**src/rtl/alu_arbiter_pkg.sv**
```systemverilog
// Shared types and constants for the two-requester ALU arbiter.
// Selector codes follow the {funct7,funct3} layout.
package alu_arbiter_pkg;

    localparam int DATA_W = 32;
    localparam int SEL_W  = 10;

    typedef enum logic [1:0] {
        ST_IDLE = 2'd0,
        ST_EXEC = 2'd1,
        ST_RESP = 2'd2
    } state_t;

    localparam logic [SEL_W-1:0] SEL_ADD = 10'h000;
    localparam logic [SEL_W-1:0] SEL_SUB = 10'h100;
    localparam logic [SEL_W-1:0] SEL_SLL = 10'h001;
    localparam logic [SEL_W-1:0] SEL_SRL = 10'h005;
    localparam logic [SEL_W-1:0] SEL_SRA = 10'h105;
    localparam logic [SEL_W-1:0] SEL_XOR = 10'h004;
    localparam logic [SEL_W-1:0] SEL_OR  = 10'h006;
    localparam logic [SEL_W-1:0] SEL_AND = 10'h007;

endpackage

```
**src/rtl/alu_arbiter_if.sv**
```systemverilog
// Request/response bundle between the requesters/consumer (master) and the arbiter (slave).
interface alu_arbiter_if;
    import alu_arbiter_pkg::*;

    logic [1:0]        req_valid;
    logic [1:0]        req_ready;
    logic [DATA_W-1:0] req0_in0;
    logic [DATA_W-1:0] req0_in1;
    logic [SEL_W-1:0]  req0_selector;
    logic [DATA_W-1:0] req1_in0;
    logic [DATA_W-1:0] req1_in1;
    logic [SEL_W-1:0]  req1_selector;
    logic              rsp_valid;
    logic              rsp_ready;
    logic              rsp_id;
    logic [DATA_W-1:0] rsp_out;
    logic              rsp_zero;
    logic              busy;

    modport master (
        output req_valid, req0_in0, req0_in1, req0_selector,
               req1_in0, req1_in1, req1_selector, rsp_ready,
        input  req_ready, rsp_valid, rsp_id, rsp_out, rsp_zero, busy
    );

    modport slave (
        input  req_valid, req0_in0, req0_in1, req0_selector,
               req1_in0, req1_in1, req1_selector, rsp_ready,
        output req_ready, rsp_valid, rsp_id, rsp_out, rsp_zero, busy
    );

endinterface

```
**src/rtl/alu_arbiter_alu.sv**
```systemverilog
// Combinational 32-bit ALU shared by both requesters.
// Undecoded selectors return in0 unchanged.
module alu
    import alu_arbiter_pkg::*;
(
    input  logic [DATA_W-1:0] in0,
    input  logic [DATA_W-1:0] in1,
    input  logic [SEL_W-1:0]  selector,
    output logic [DATA_W-1:0] result
);

    logic [4:0] shamt;
    assign shamt = in1[4:0];

    always_comb begin
        result = in0;
        case (selector)
            SEL_ADD: result = in0 + in1;
            SEL_SUB: result = in0 - in1;
            SEL_SLL: result = in0 << shamt;
            SEL_SRL: result = in0 >> shamt;
            SEL_SRA: result = $unsigned($signed(in0) >>> shamt);
            SEL_XOR: result = in0 ^ in1;
            SEL_OR:  result = in0 | in1;
            SEL_AND: result = in0 & in1;
            default: result = in0;
        endcase
    end

endmodule

```
**src/rtl/alu_arbiter.sv**
```systemverilog
// Two-requester arbiter in front of one shared ALU: IDLE grant, EXEC compute, RESP hold.
// Define ALU_ARB_ROUND_ROBIN_EN for round-robin tie-break; default is fixed priority (requester 0).
//
// state | meaning
// IDLE  | arbitrate, grant and latch one request
// EXEC  | latched operands drive the ALU, result captured at the edge
// RESP  | result presented until rsp_ready
module alu_arbiter
    import alu_arbiter_pkg::*;
(
    input  logic         clk,
    input  logic         rst,
    alu_arbiter_if.slave bus
);

    state_t            state;
    logic [DATA_W-1:0] op_in0;
    logic [DATA_W-1:0] op_in1;
    logic [SEL_W-1:0]  op_sel;
    logic              op_id;
    logic [DATA_W-1:0] alu_result;
    logic              grant_any;
    logic              grant_id;

`ifdef ALU_ARB_ROUND_ROBIN_EN
    logic last_id;

    always_comb begin
        grant_id = bus.req_valid[1];
        if (bus.req_valid == 2'b11)
            grant_id = ~last_id;
    end

    always_ff @(posedge clk or posedge rst) begin
        if (rst)
            last_id <= 1'b1;
        else if (grant_any)
            last_id <= grant_id;
    end
`else
    assign grant_id = ~bus.req_valid[0];
`endif

    // Gated by rst so req_ready reads zero while reset is held.
    assign grant_any     = (state == ST_IDLE) && !rst && (bus.req_valid != 2'b00);
    assign bus.req_ready = grant_any ? (grant_id ? 2'b10 : 2'b01) : 2'b00;

    alu u_alu (
        .in0      (op_in0),
        .in1      (op_in1),
        .selector (op_sel),
        .result   (alu_result)
    );

    always_ff @(posedge clk or posedge rst) begin
        if (rst) begin
            state         <= ST_IDLE;
            op_in0        <= '0;
            op_in1        <= '0;
            op_sel        <= '0;
            op_id         <= 1'b0;
            bus.rsp_valid <= 1'b0;
            bus.rsp_id    <= 1'b0;
            bus.rsp_out   <= '0;
            bus.rsp_zero  <= 1'b0;
            bus.busy      <= 1'b0;
        end else begin
            case (state)
                ST_IDLE: begin
                    if (grant_any) begin
                        op_in0   <= grant_id ? bus.req1_in0      : bus.req0_in0;
                        op_in1   <= grant_id ? bus.req1_in1      : bus.req0_in1;
                        op_sel   <= grant_id ? bus.req1_selector : bus.req0_selector;
                        op_id    <= grant_id;
                        bus.busy <= 1'b1;
                        state    <= ST_EXEC;
                    end
                end
                ST_EXEC: begin
                    bus.rsp_out   <= alu_result;
                    bus.rsp_zero  <= (alu_result == '0);
                    bus.rsp_id    <= op_id;
                    bus.rsp_valid <= 1'b1;
                    state         <= ST_RESP;
                end
                ST_RESP: begin
                    if (bus.rsp_ready) begin
                        bus.rsp_valid <= 1'b0;
                        bus.busy      <= 1'b0;
                        state         <= ST_IDLE;
                    end
                end
                default: begin
                    bus.rsp_valid <= 1'b0;
                    bus.busy      <= 1'b0;
                    state         <= ST_IDLE;
                end
            endcase
        end
    end

endmodule

```
**src/flat_wrapper.sv**
```systemverilog
// flat-port wrapper written by rule: the top's interface ports become plain ports
module alu_arbiter_flat import alu_arbiter_pkg::*;
  (clk, rst, bus_req_valid, bus_req0_in0, bus_req0_in1, bus_req0_selector, bus_req1_in0, bus_req1_in1, bus_req1_selector, bus_rsp_ready, bus_req_ready, bus_rsp_valid, bus_rsp_id, bus_rsp_out, bus_rsp_zero, bus_busy);
  alu_arbiter_if bus_i ();
  input  logic clk;
  input  logic rst;
  input wire logic [$bits(bus_i.req_valid)-1:0] bus_req_valid;
  input wire logic [$bits(bus_i.req0_in0)-1:0] bus_req0_in0;
  input wire logic [$bits(bus_i.req0_in1)-1:0] bus_req0_in1;
  input wire logic [$bits(bus_i.req0_selector)-1:0] bus_req0_selector;
  input wire logic [$bits(bus_i.req1_in0)-1:0] bus_req1_in0;
  input wire logic [$bits(bus_i.req1_in1)-1:0] bus_req1_in1;
  input wire logic [$bits(bus_i.req1_selector)-1:0] bus_req1_selector;
  input wire logic [$bits(bus_i.rsp_ready)-1:0] bus_rsp_ready;
  output wire logic [$bits(bus_i.req_ready)-1:0] bus_req_ready;
  output wire logic [$bits(bus_i.rsp_valid)-1:0] bus_rsp_valid;
  output wire logic [$bits(bus_i.rsp_id)-1:0] bus_rsp_id;
  output wire logic [$bits(bus_i.rsp_out)-1:0] bus_rsp_out;
  output wire logic [$bits(bus_i.rsp_zero)-1:0] bus_rsp_zero;
  output wire logic [$bits(bus_i.busy)-1:0] bus_busy;
  assign bus_i.req_valid = bus_req_valid;
  assign bus_i.req0_in0 = bus_req0_in0;
  assign bus_i.req0_in1 = bus_req0_in1;
  assign bus_i.req0_selector = bus_req0_selector;
  assign bus_i.req1_in0 = bus_req1_in0;
  assign bus_i.req1_in1 = bus_req1_in1;
  assign bus_i.req1_selector = bus_req1_selector;
  assign bus_i.rsp_ready = bus_rsp_ready;
  assign bus_req_ready = bus_i.req_ready;
  assign bus_rsp_valid = bus_i.rsp_valid;
  assign bus_rsp_id = bus_i.rsp_id;
  assign bus_rsp_out = bus_i.rsp_out;
  assign bus_rsp_zero = bus_i.rsp_zero;
  assign bus_busy = bus_i.busy;
  alu_arbiter u_core (.clk(clk), .rst(rst), .bus(bus_i));
endmodule
```
**config.mk**
```make
export PLATFORM = sky130hd
export DESIGN_NAME = alu_arbiter_flat
export DESIGN_NICKNAME = d
export VERILOG_FILES = /design/src/rtl/alu_arbiter_pkg.sv /design/src/rtl/alu_arbiter_if.sv /design/src/rtl/alu_arbiter_alu.sv /design/src/rtl/alu_arbiter.sv /design/src/flat_wrapper.sv
export SDC_FILE = /design/constraint.sdc
export NUM_CORES = 1
export LEC_CHECK = 0
export ABC_AREA = 0
export BUFFER_PORTS_ARGS = -buffer_cell sky130_fd_sc_hd__buf_2
export CAP_MARGIN = 25
export CORE_MARGIN = 2
export CORE_UTILIZATION = 50
export DETAILED_ROUTE_END_ITERATION = 12
export GPL_ROUTABILITY_DRIVEN = 0
export MAX_ROUTING_LAYER = met4
export PLACE_DENSITY = 0.71
export SYNTH_ARGS = -nofsm -noshare
export SYNTH_HDL_FRONTEND = slang
export SYNTH_HIERARCHICAL = 1
export SYNTH_SLANG_ARGS = --single-unit
```
**constraint.sdc**
```tcl
create_clock -name clk -period 13.95 [get_ports clk]
set_input_delay 2.0925 -clock clk [delete_from_list [all_inputs] [get_ports clk]]
set_output_delay 2.0925 -clock clk [all_outputs]
set_load 0.05 [all_outputs]
```
==> reports/metrics.cfg <==
[setup_path]
cp_max_fo=87
path_class=reg2reg
crit_path_cell_trace=buf_4 -> inv_2 -> nand2_1 -> nor2_1 -> nand3_1 -> nor4_2 -> a21oi_1 -> xnor2_1 -> ha_1 -> nand4_1 -> nor3_1 -> nand2_1 -> a211oi_1 -> o31ai_1 -> a211oi_1 -> o221ai_1 -> nor3b_1 -> a211oi_1 -> nor4_1 -> nand4_1 -> o31ai_1
worstReg2RegEnd=u_core/bus.rsp_zero
cp_slowest_cell=inv_2
worstPathArrival_ps=7280
cp.required_ps=14280
crit-reg2reg-launch=u_core/op_in1[2]
slowest_delay_ps=580
reg2reg_depth=21
worstSetupStartpointType=flip-flop
crit_path_start=u_core/op_in1[2]
cp-end-kind=flip-flop
crit_end=u_core/bus.rsp_zero
crit_top_cell=a211oi_1
r2r_setup_slack_ps=7010

[logic_synthesis]
synth_compound_area_share_pct=22.1
ys_seq_elements=113
synth_fp_nets=1825
synthFlopType=dfrtp_1
yosys.area_share.adder_pct=9.19
synthCells=1574
synth_edf_count=0
seq_area_frac_synth_pct=21.1
synth_area_leaders=dfrtp_1 (21%), mux2_2 (17%), ha_1 (9.0%), a21oi_1 (4.7%), o21ai_0 (4.3%)
ys_warn_count=6
syn_area_um2=13400
synth_xor_area_share_pct=3.39
synthSimpleGateAreaFrac_pct=14.1
syn_avg_cell_area_um2=8.53
synth_cell_types=85
synthMuxAreaShare_pct=24.1
synth_top_area_share_pct=21.1
yosysTopAreaCell=dfrtp_1
synth_top_family_by_area=multiplexers
async_flop_share_pct=100

[sta]
slew_headroom_pct=31.2
rsz0062_at_grt=false
tightest_slew_ps=1020
setup_viol=0
clock_skew_ps=17.1
drv_slew=0
finalHoldViolCount=0
finalCriticalPeriod_ps=6940
fmax_mhz=144
finalSetupTns_ps=0
fin_crit_sh_pct=49.8
worst_slack_ps=7010

[drt]
vias_per_cell=6.67
avgRoutedWirePerCell_um=23.1
antenna_left=0
drt_first_pass_iters=9
drt-total-wl_um=47400
drc=0
num_vias=13700
detail_route.iter0.violations=1974

[hold_path]
min_from=u_core/bus.busy
holdCritPathClass=reg2reg

[clock_network]
clk_pin_slew_ps=60
cts-hold-fix-buffers=0
clk_path_buf_depth=2
clock_latency_ps=440
tritoncts=yes
cts_resized=0
root_buffer=clkbuf_16
clkSinkCount=113
cts_buffers=17
post_cts_buffers=0
htreeDepth=4

[floorplanning]
ioPinCount=191
start_util_pct=51.2
die_x_um=168
rows=59
die_h_um=168
coreArea_um2=26200
fp.dieArea_um2=28200

[layout]
design_area_um2=15100
area_growth_pct=12.8
layout_common_cells=mux2_2 (198), buf_2 (189), nor2_1 (140)
drive_gt1_share_pct=29.1
nets=1950
regArea_um2=2840
multi_input_area_um2=9810
layout.cells.non_filler=2050
fillers=2325
final_util_pct=57.8
layout_commonest_cell=mux2_2

[global_route]
antenna_found_initial=2
grt_usage_pct=34.3
grt_pass1_vias=12900
grt_overflow=0
grt_pass1_wl_um=73000
grt_max_degree=89

[job]
cap_violations=0

[power]
peakVddDrop_v=0.000118
power_density_nw_per_um2=261
p_leak_nw=6.54

[placed_design]
hpwl_um=34700
place_inst=2015
dpl_cell_area_um2=14500
portBuffers=190
place_ws_ps=7320

[run_status]
status=finished, final reports clean

==> cell families (layout without fill, tap and decap cells) <==
family / after synthesis / after routing
flip-flops: 113 / 113
adder cells (fa/ha/maj): 98 / 98
XOR/XNOR: 52 / 52
other: 0 / 3
buffers and inverters: 184 / 322
AO/OA/AOI/OAI: 463 / 463
AND/OR/NAND/NOR: 393 / 393
multiplexers: 271 / 271
==> flip-flops by register name, summed over array words and instances (netlist names) <==
name,flops
u_core/bus.rsp_out,32
u_core/op_in1,32
u_core/op_in0,32
u_core/bus.busy,1
u_core/state,2
u_core/bus.rsp_id,1
u_core/bus.rsp_zero,1
u_core/op_sel,10
u_core/op_id,1
u_core/bus.rsp_valid,1
==> through the flow <==
| step | power, mW | hold slack, ps |
|---|---|---|
| finish | 3.95 | 473 |
| global route | 4.18 | 509 |
| CTS | 3.84 | 480 |
| detailed placement | 3.33 | 466 |
| global placement | 3.29 | 458 |
| floorplan | 2.63 | 475 |
==> cells in the mapped netlist, types with 4 or more instances <==
cell,n
a2111oi_0,5
a211o_1,7
a211oi_1,29
a21o_1,18
a21oi_1,125
a221o_1,6
a221oi_1,14
a22oi_1,14
a31oi_1,14
a32oi_1,6
a41oi_1,5
and2_1,8
and3_1,9
buf_1,6
buf_2,45
buf_4,8
clkbuf_1,48
dfrtp_1,113
ha_1,97
inv_1,71
mux2_2,198
mux2i_1,49
mux4_2,22
nand2_1,121
nand2b_1,9
nand3_1,19
nand4_1,7
nor2_1,140
nor2b_1,9
nor3_1,18
nor4_1,16
o211ai_1,24
o21a_1,7
o21ai_0,115
o21ai_1,5
o21bai_1,4
o22ai_1,17
o31ai_1,13
o32ai_1,4
or4_1,5
xnor2_1,40
xor2_1,12
==> worst min-delay path by stage <==
stage	endpoint	slack [ps]	cells after the start
after floorplan	u_core/op_sel[0]	480	1
final	u_core/bus.busy	470	1
after detailed placement	u_core/bus.busy	470	1
after global routing	u_core/bus.busy	510	1
after global placement	u_core/bus.busy	460	1
after CTS	u_core/bus.busy	480	1
==> area by class of cell <==
cell class	count	share of cell area (%)
Clock inverter	14	1.34
Antenna cell	3	0.0496
Clock buffer	18	2.90
Inverter	74	1.85
Timing Repair Buffer	216	7.59
Sequential cell	113	18.7
Tap cell	335	2.77
Multi-Input combinational cell	1277	64.8
==> worst max-delay path: cells and delay by family (launching register included) <==
family	cells	cell delay, ps
and+or+nand+nor	10	3050
AOI/OAI and AO/OA	7	1840
buffers and inverters	2	950
adders and majority gates	1	400
DFF	1	380
xor gates and xnor gates	1	170
==> metal layers <==
metal | routed length [um] | global-route usage [%] | vias to the layer above
li1 | - | - | 6095
met1 | 17900 | 41.7 | 6323
met2 | 20200 | 50.7 | 962
met3 | 5540 | 8.49 | 290
met5 | 0 | - | -
met4 | 3710 | 22.5 | 0
==> where the power goes <==
part           internal (mW)  total (mW)  switching, mW
clock                  0.306       0.485          0.179
combinational           1.01        2.69           1.68
sequential             0.474       0.774          0.300
total                   1.79        3.95           2.16
Power figures use the tool's default switching activity.
